## config.mk

```make
export PLATFORM = sky130hd
export DESIGN_NAME = regbank_writer
export DESIGN_NICKNAME = d
export VERILOG_FILES = /design/src/rtl/regbank_writer.sv
export SDC_FILE = /design/constraint.sdc
export NUM_CORES = 1
export LEC_CHECK = 0
export CAP_MARGIN = 0
export CELL_PAD_IN_SITES_DETAIL_PLACEMENT = 1
export CELL_PAD_IN_SITES_GLOBAL_PLACEMENT = 2
export CORE_AREA = 4 4 416 418
export CTS_BUF_LIST = sky130_fd_sc_hd__clkbuf_8
export DETAILED_ROUTE_END_ITERATION = 6
export DIE_AREA = 0 0 420 422
export PLACE_DENSITY = 0.67
export SETUP_SLACK_MARGIN = 0.3
export SYNTH_ARGS = -nofsm -noshare
export SYNTH_HDL_FRONTEND = slang
export SYNTH_SLANG_ARGS = --single-unit
```

## constraint.sdc

```tcl
create_clock -name clk -period 7 [get_ports clk]
set_clock_uncertainty 0.05 [all_clocks]
set_input_delay 1.4 -clock clk [delete_from_list [all_inputs] [get_ports clk]]
set_output_delay 1.4 -clock clk [all_outputs]
set_load 0.005 [all_outputs]
```

## src/rtl/regbank_writer.sv

```systemverilog
// Write side of the 32x32 register bank: one-hot write decode, clear sweep, accept/drop pulses.
// Optional REGBANK_LASTWR_EN adds last_wa/last_wd tracking of the most recent accepted write.
module regbank_writer #(
  parameter bit          R0_ZERO   = 1'b1,
  parameter logic [31:0] RESET_VAL = 32'h0000_0000
) (
  input  logic        clk,
  input  logic        rst,
  input  logic        we,
  input  logic [4:0]  wa,
  input  logic [31:0] wd,
  input  logic        clr,
  output logic        busy,
  output logic        wack,
  output logic        wdrop,
`ifdef REGBANK_LASTWR_EN
  output logic [4:0]  last_wa,
  output logic [31:0] last_wd,
`endif
  output logic [31:0] Q0,  output logic [31:0] Q1,  output logic [31:0] Q2,  output logic [31:0] Q3,
  output logic [31:0] Q4,  output logic [31:0] Q5,  output logic [31:0] Q6,  output logic [31:0] Q7,
  output logic [31:0] Q8,  output logic [31:0] Q9,  output logic [31:0] Q10, output logic [31:0] Q11,
  output logic [31:0] Q12, output logic [31:0] Q13, output logic [31:0] Q14, output logic [31:0] Q15,
  output logic [31:0] Q16, output logic [31:0] Q17, output logic [31:0] Q18, output logic [31:0] Q19,
  output logic [31:0] Q20, output logic [31:0] Q21, output logic [31:0] Q22, output logic [31:0] Q23,
  output logic [31:0] Q24, output logic [31:0] Q25, output logic [31:0] Q26, output logic [31:0] Q27,
  output logic [31:0] Q28, output logic [31:0] Q29, output logic [31:0] Q30, output logic [31:0] Q31
);

  typedef enum logic {IDLE, SWEEP} state_e;

  state_e      state_q, state_d;
  logic [4:0]  cnt_q, cnt_d;
  logic        wack_q, wdrop_q;
  logic        accept, drop;
  logic [31:0] wsel, csel;
  logic [31:0] regs_q [32];

  always_ff @(posedge clk) begin
    if (rst) begin
      state_q <= IDLE;
      cnt_q   <= '0;
      wack_q  <= 1'b0;
      wdrop_q <= 1'b0;
    end else begin
      state_q <= state_d;
      cnt_q   <= cnt_d;
      wack_q  <= accept;
      wdrop_q <= drop;
    end
  end

  // The counter wraps 31->0 on its own, so leaving SWEEP needs no explicit clear.
  always_comb begin
    state_d = state_q;
    cnt_d   = cnt_q;
    case (state_q)
      IDLE: begin
        if (clr) begin
          state_d = SWEEP;
          cnt_d   = '0;
        end
      end
      SWEEP: begin
        cnt_d = cnt_q + 5'd1;
        if (cnt_q == 5'd31) state_d = IDLE;
      end
      default: state_d = IDLE;
    endcase
  end

  always_comb begin
    accept = we && (state_q == IDLE) && !clr;
    drop   = we && !accept;
    busy   = (state_q == SWEEP);
    wack   = wack_q;
    wdrop  = wdrop_q;
    wsel   = '0;
    csel   = '0;
    for (int unsigned i = 0; i < 32; i++) begin
      wsel[i] = accept && (wa == 5'(i));
      csel[i] = (state_q == SWEEP) && (cnt_q == 5'(i));
    end
  end

  always_ff @(posedge clk) begin
    for (int unsigned i = 0; i < 32; i++) begin
      if (rst)                   regs_q[i] <= (R0_ZERO && i == 0) ? '0 : RESET_VAL;
      else if (R0_ZERO && i == 0) regs_q[i] <= '0;
      else if (csel[i])          regs_q[i] <= '0;
      else if (wsel[i])          regs_q[i] <= wd;
    end
  end

`ifdef REGBANK_LASTWR_EN
  logic [4:0]  last_wa_q;
  logic [31:0] last_wd_q;

  always_ff @(posedge clk) begin
    if (rst) begin
      last_wa_q <= '0;
      last_wd_q <= '0;
    end else if (accept) begin
      last_wa_q <= wa;
      last_wd_q <= wd;
    end
  end

  assign last_wa = last_wa_q;
  assign last_wd = last_wd_q;
`endif

  assign Q0  = regs_q[0];  assign Q1  = regs_q[1];  assign Q2  = regs_q[2];  assign Q3  = regs_q[3];
  assign Q4  = regs_q[4];  assign Q5  = regs_q[5];  assign Q6  = regs_q[6];  assign Q7  = regs_q[7];
  assign Q8  = regs_q[8];  assign Q9  = regs_q[9];  assign Q10 = regs_q[10]; assign Q11 = regs_q[11];
  assign Q12 = regs_q[12]; assign Q13 = regs_q[13]; assign Q14 = regs_q[14]; assign Q15 = regs_q[15];
  assign Q16 = regs_q[16]; assign Q17 = regs_q[17]; assign Q18 = regs_q[18]; assign Q19 = regs_q[19];
  assign Q20 = regs_q[20]; assign Q21 = regs_q[21]; assign Q22 = regs_q[22]; assign Q23 = regs_q[23];
  assign Q24 = regs_q[24]; assign Q25 = regs_q[25]; assign Q26 = regs_q[26]; assign Q27 = regs_q[27];
  assign Q28 = regs_q[28]; assign Q29 = regs_q[29]; assign Q30 = regs_q[30]; assign Q31 = regs_q[31];

endmodule

```

==> impl_metrics.prom <==
# TYPE chip_impl_metric gauge
chip_impl_metric{name="largest_net_degree_at_the_start_of_global_routing",unit=""} 67
chip_impl_info{name="crit_path_cell_trace",value="clkdlybuf4s50_1 > or4b_4 > or3_2 > buf_4 > o21ai_4 > buf_4"} 1
chip_impl_metric{name="detailedPlace.worstSlack",unit="ns"} 1.45
chip_impl_metric{name="synth-seq-cells",unit=""} 1000
chip_impl_metric{name="die-width",unit="µm"} 420
chip_impl_metric{name="totalNegativeSetupSlack",unit="ns"} 0
chip_impl_metric{name="clk_latency",unit="ns"} 0.93
chip_impl_metric{name="p_total",unit="mW"} 13.2
chip_impl_metric{name="core_region_area",unit="µm²"} 169000
chip_impl_metric{name="detailroute.via_count",unit=""} 25300
chip_impl_metric{name="htree_levels",unit=""} 4
chip_impl_metric{name="hold_buffers",unit=""} 0
chip_impl_metric{name="resize_count_post_cts",unit=""} 0
chip_impl_metric{name="drt_first_iter_violations",unit=""} 2270
chip_impl_info{name="worstSetupEndpointType",value="register"} 1
chip_impl_metric{name="synth_sequential_area_ratio",unit="%"} 81.4
chip_impl_metric{name="grt_util_all_layers",unit="%"} 20.5
chip_impl_metric{name="pin_count",unit=""} 1068
chip_impl_metric{name="post_synth_num_cell_types",unit=""} 42
chip_impl_metric{name="multi_input_area",unit="µm²"} 6380
chip_impl_info{name="cts_root_buffer_type",value="sky130_fd_sc_hd__clkbuf_8"} 1
chip_impl_info{name="worstHoldPathType",value="reg -> reg"} 1
chip_impl_info{name="grt_setup_unrepaired",value="false"} 1
chip_impl_metric{name="max-cap-violations",unit=""} 0
chip_impl_metric{name="placement.io_buffers",unit=""} 1035
chip_impl_metric{name="final_gp_congestion",unit=""} 0.829
chip_impl_metric{name="fin_worst_hold_slack",unit="ns"} 0.522
chip_impl_metric{name="area_delta_synth_final",unit="%"} 44.2
chip_impl_metric{name="finalMaxSlewViolations",unit=""} 0
chip_impl_metric{name="timing.max_slew.rel_slack",unit="%"} 18.6
chip_impl_metric{name="cellPowerDensity",unit="nW/µm²"} 249
chip_impl_metric{name="avgSynthCellArea",unit="µm²"} 15.0
chip_impl_info{name="slowest_stage_cell_crit_path",value="sky130_fd_sc_hd__o21ai_4"} 1
chip_impl_metric{name="wire_per_inst",unit="µm"} 31.4
chip_impl_metric{name="cts-buffers-inserted",unit=""} 175
chip_impl_metric{name="async_reset_ff_share",unit="%"} 0
chip_impl_info{name="synth.largest_area_cell",value="sky130_fd_sc_hd__edfxtp_1"} 1
chip_impl_metric{name="stdcell_count",unit=""} 5924
chip_impl_metric{name="initial_utilization",unit="%"} 21.7
chip_impl_metric{name="design.final.nets",unit=""} 3602
chip_impl_metric{name="drive_gt1_share",unit="%"} 9.77
chip_impl_metric{name="postRouteAntennaNets",unit=""} 0
chip_impl_metric{name="cpPeakStageDelay",unit="ns"} 0.88
chip_impl_metric{name="cp_data_required_time",unit="ns"} 7.56
chip_impl_info{name="synthTopCellsByArea",value="sky130_fd_sc_hd__edfxtp_1 81%, sky130_fd_sc_hd__nor2_1 7.3%, sky130_fd_sc_hd__and2_1 4.9%"} 1
chip_impl_info{name="critPathLaunchType",value="input pin"} 1
chip_impl_info{name="cts_tree",value="yes"} 1
chip_impl_metric{name="fp.dieH",unit="µm"} 422
chip_impl_metric{name="worst-path-max-fanout",unit=""} 66
chip_impl_metric{name="timing.critical_path.arrival",unit="ns"} 5.19
chip_impl_metric{name="clock-sinks",unit=""} 1000
chip_impl_metric{name="post-route-period-util",unit="%"} 66.1
chip_impl_metric{name="synth_top_area_share",unit="%"} 81.0
chip_impl_metric{name="ctsLongestPathBuffers",unit=""} 3
chip_impl_metric{name="timing_hold_violations_final",unit=""} 0
chip_impl_metric{name="route.detailed.drc",unit=""} 0
chip_impl_metric{name="nFillCells",unit=""} 18100
chip_impl_info{name="synthFlopType",value="sky130_fd_sc_hd__edfxtp_1"} 1
chip_impl_metric{name="postSynthCellCount",unit=""} 2456
chip_impl_info{name="main_combinational_cell_family_by_area_after_synthesis",value="simple AND/OR/NAND/NOR gates"} 1
chip_impl_metric{name="clkSlewWorstSetupHoldPaths",unit="ns"} 0.06
chip_impl_info{name="outcome",value="finished, final reports clean"} 1
chip_impl_metric{name="synth-adder-area-share",unit="%"} 0.204
chip_impl_info{name="critPathKind",value="in -> reg"} 1
chip_impl_metric{name="worst_pin_slew",unit="ns"} 1.22
chip_impl_metric{name="finalSetupViolations",unit=""} 0
chip_impl_metric{name="place.detailed.instances",unit=""} 5593
chip_impl_metric{name="layout_min_cycle_time",unit="ns"} 4.63
chip_impl_metric{name="dp_hpwl",unit="µm"} 129000
chip_impl_metric{name="antenna_violations_before_repair",unit=""} 30
chip_impl_metric{name="share_of_the_core_filled_with_cells_in_the_final_layout",unit="%"} 31.4
chip_impl_metric{name="max_freq",unit="GHz"} 0.216
chip_impl_info{name="cpMostUsedCell",value="sky130_fd_sc_hd__buf_4"} 1
chip_impl_metric{name="register_area",unit="µm²"} 29900
chip_impl_metric{name="length_of_the_first_detailed_routing_pass_in_iterations",unit=""} 5
chip_impl_metric{name="ir_drop",unit="mV"} 0.189
chip_impl_metric{name="viasPerCell",unit=""} 4.26
chip_impl_metric{name="layout.cell_area.non_filler",unit="µm²"} 53000
chip_impl_metric{name="post_synth_mux_area_share",unit="%"} 0.0272
chip_impl_metric{name="grt_pass1_vias",unit=""} 25700
chip_impl_metric{name="complex_gate_fraction_of_the_synthesized_area",unit="%"} 0.973
chip_impl_metric{name="floorplan.rows",unit=""} 151
chip_impl_metric{name="postCtsSetupBuffers",unit=""} 0
chip_impl_metric{name="wl",unit="µm"} 186000
chip_impl_metric{name="number_of_enable_type_register_cells_in_the_synthesized_netlist",unit=""} 992
chip_impl_metric{name="grt-ovfl-total",unit=""} 0
chip_impl_metric{name="floorplan_die_area",unit="µm²"} 177000
chip_impl_metric{name="yosys.area_share.simple",unit="%"} 14.7
chip_impl_metric{name="place_area",unit="µm²"} 49700
chip_impl_metric{name="synthXorXnorAreaFrac",unit="%"} 0
chip_impl_metric{name="grt_first_pass_wirelength",unit="µm"} 244000
chip_impl_metric{name="mappedNetlistArea",unit="µm²"} 36800
chip_impl_metric{name="static-leakage-power",unit="nW"} 18.2
chip_impl_metric{name="post-route-worst-setup-slack",unit="ns"} 2.37
chip_impl_metric{name="number_of_warnings_reported_in_the_yosys_synthesis_log",unit=""} 0
[flip-flops by register name, indices dropped and copies added, names as in the netlist]
name,flops
busy,1
wack,1
regs_q,992
wdrop,1
cnt_q,5
[kinds of logic (layout without fill, tap and decap cells)]
logic type,Yosys count,in the layout
AOI/OAI and AO/OA,61,61
and+or+nand+nor,1185,1185
adders and majority gates,6,6
muxes,1,1
buffers and inverters,202,1411
DFF,1000,1000
other,1,42
[critical path, delay by kind of cell]
| kind | cells | cell delay, ns |
|---|---|---|
| buf+inv | 3 | 1.39 |
| simple gates | 2 | 1.35 |
| compound gates | 1 | 0.88 |
[worst paths after layout]
kind	startpoint	endpoint	slack, ns	cells past startpoint
max	rst	regs_q[1][444]	2.37	6
min	cnt_q[2]	cnt_q[2]	0.52	2
max reg2reg	busy	regs_q[1][444]	2.88	5
min reg2reg	cnt_q[2]	cnt_q[2]	0.52	2
[layout make-up]
class                      count  share of cell area (%)
inverter                       5                  0.0354
antenna                       10                  0.0472
tap                         2218                    5.23
clock buffer                 178                    4.62
sequential                  1000                    56.5
clock inverter               140                    1.49
timing repair buffer        1088                    20.1
multi-input combinational   1285                    12.0
[power breakdown]
group | total (mW) | leakage (nW) | internal (mW) | switching, mW
Combinational | 1.09 | 6.16 | 0.425 | 0.666
Sequential | 6.89 | 10.2 | 6.80 | 0.0936
Clock | 5.20 | 1.87 | 2.57 | 2.63
Total | 13.2 | 18.2 | 9.79 | 3.39
[Yosys cell counts (9+ instances only)]
library cell / instances
sky130_fd_sc_hd__a21oi_1: 22
sky130_fd_sc_hd__and2_1: 289
sky130_fd_sc_hd__buf_1: 10
sky130_fd_sc_hd__buf_2: 14
sky130_fd_sc_hd__buf_4: 32
sky130_fd_sc_hd__clkbuf_1: 124
sky130_fd_sc_hd__clkbuf_2: 9
sky130_fd_sc_hd__edfxtp_1: 992
sky130_fd_sc_hd__nand2_1: 131
sky130_fd_sc_hd__nor2_1: 711
sky130_fd_sc_hd__o21ai_0: 21
[per-layer routing]
| metal | part of all wire (%) | global-route usage (%) |
|---|---|---|
| met5 | 0.044 | 0 |
| met4 | 3.6 | 7.41 |
| met3 | 8.3 | 6.12 |
| met2 | 50 | 35.6 |
| met1 | 38 | 23.9 |
[layout by cell type (no fill, tap or decap), types with 8 or more instances in the layout]
cell and n:
sky130_fd_sc_hd__clkdlybuf4s50_1 1004, sky130_fd_sc_hd__dfxtp_1 8, sky130_fd_sc_hd__clkinv_1 41, sky130_fd_sc_hd__and2_1 289, sky130_fd_sc_hd__clkbuf_8 178, sky130_fd_sc_hd__inv_1 66, sky130_fd_sc_hd__a21oi_1 22, sky130_fd_sc_hd__buf_2 31
sky130_fd_sc_hd__diode_2 10, sky130_fd_sc_hd__edfxtp_1 992, sky130_fd_sc_hd__clkinv_2 17, sky130_fd_sc_hd__o21ai_4 20, sky130_fd_sc_hd__conb_1 32, sky130_fd_sc_hd__nand2_1 131, sky130_fd_sc_hd__nor2_1 709, sky130_fd_sc_hd__buf_4 50
Note: power is estimated with default switching activity, not from simulation.
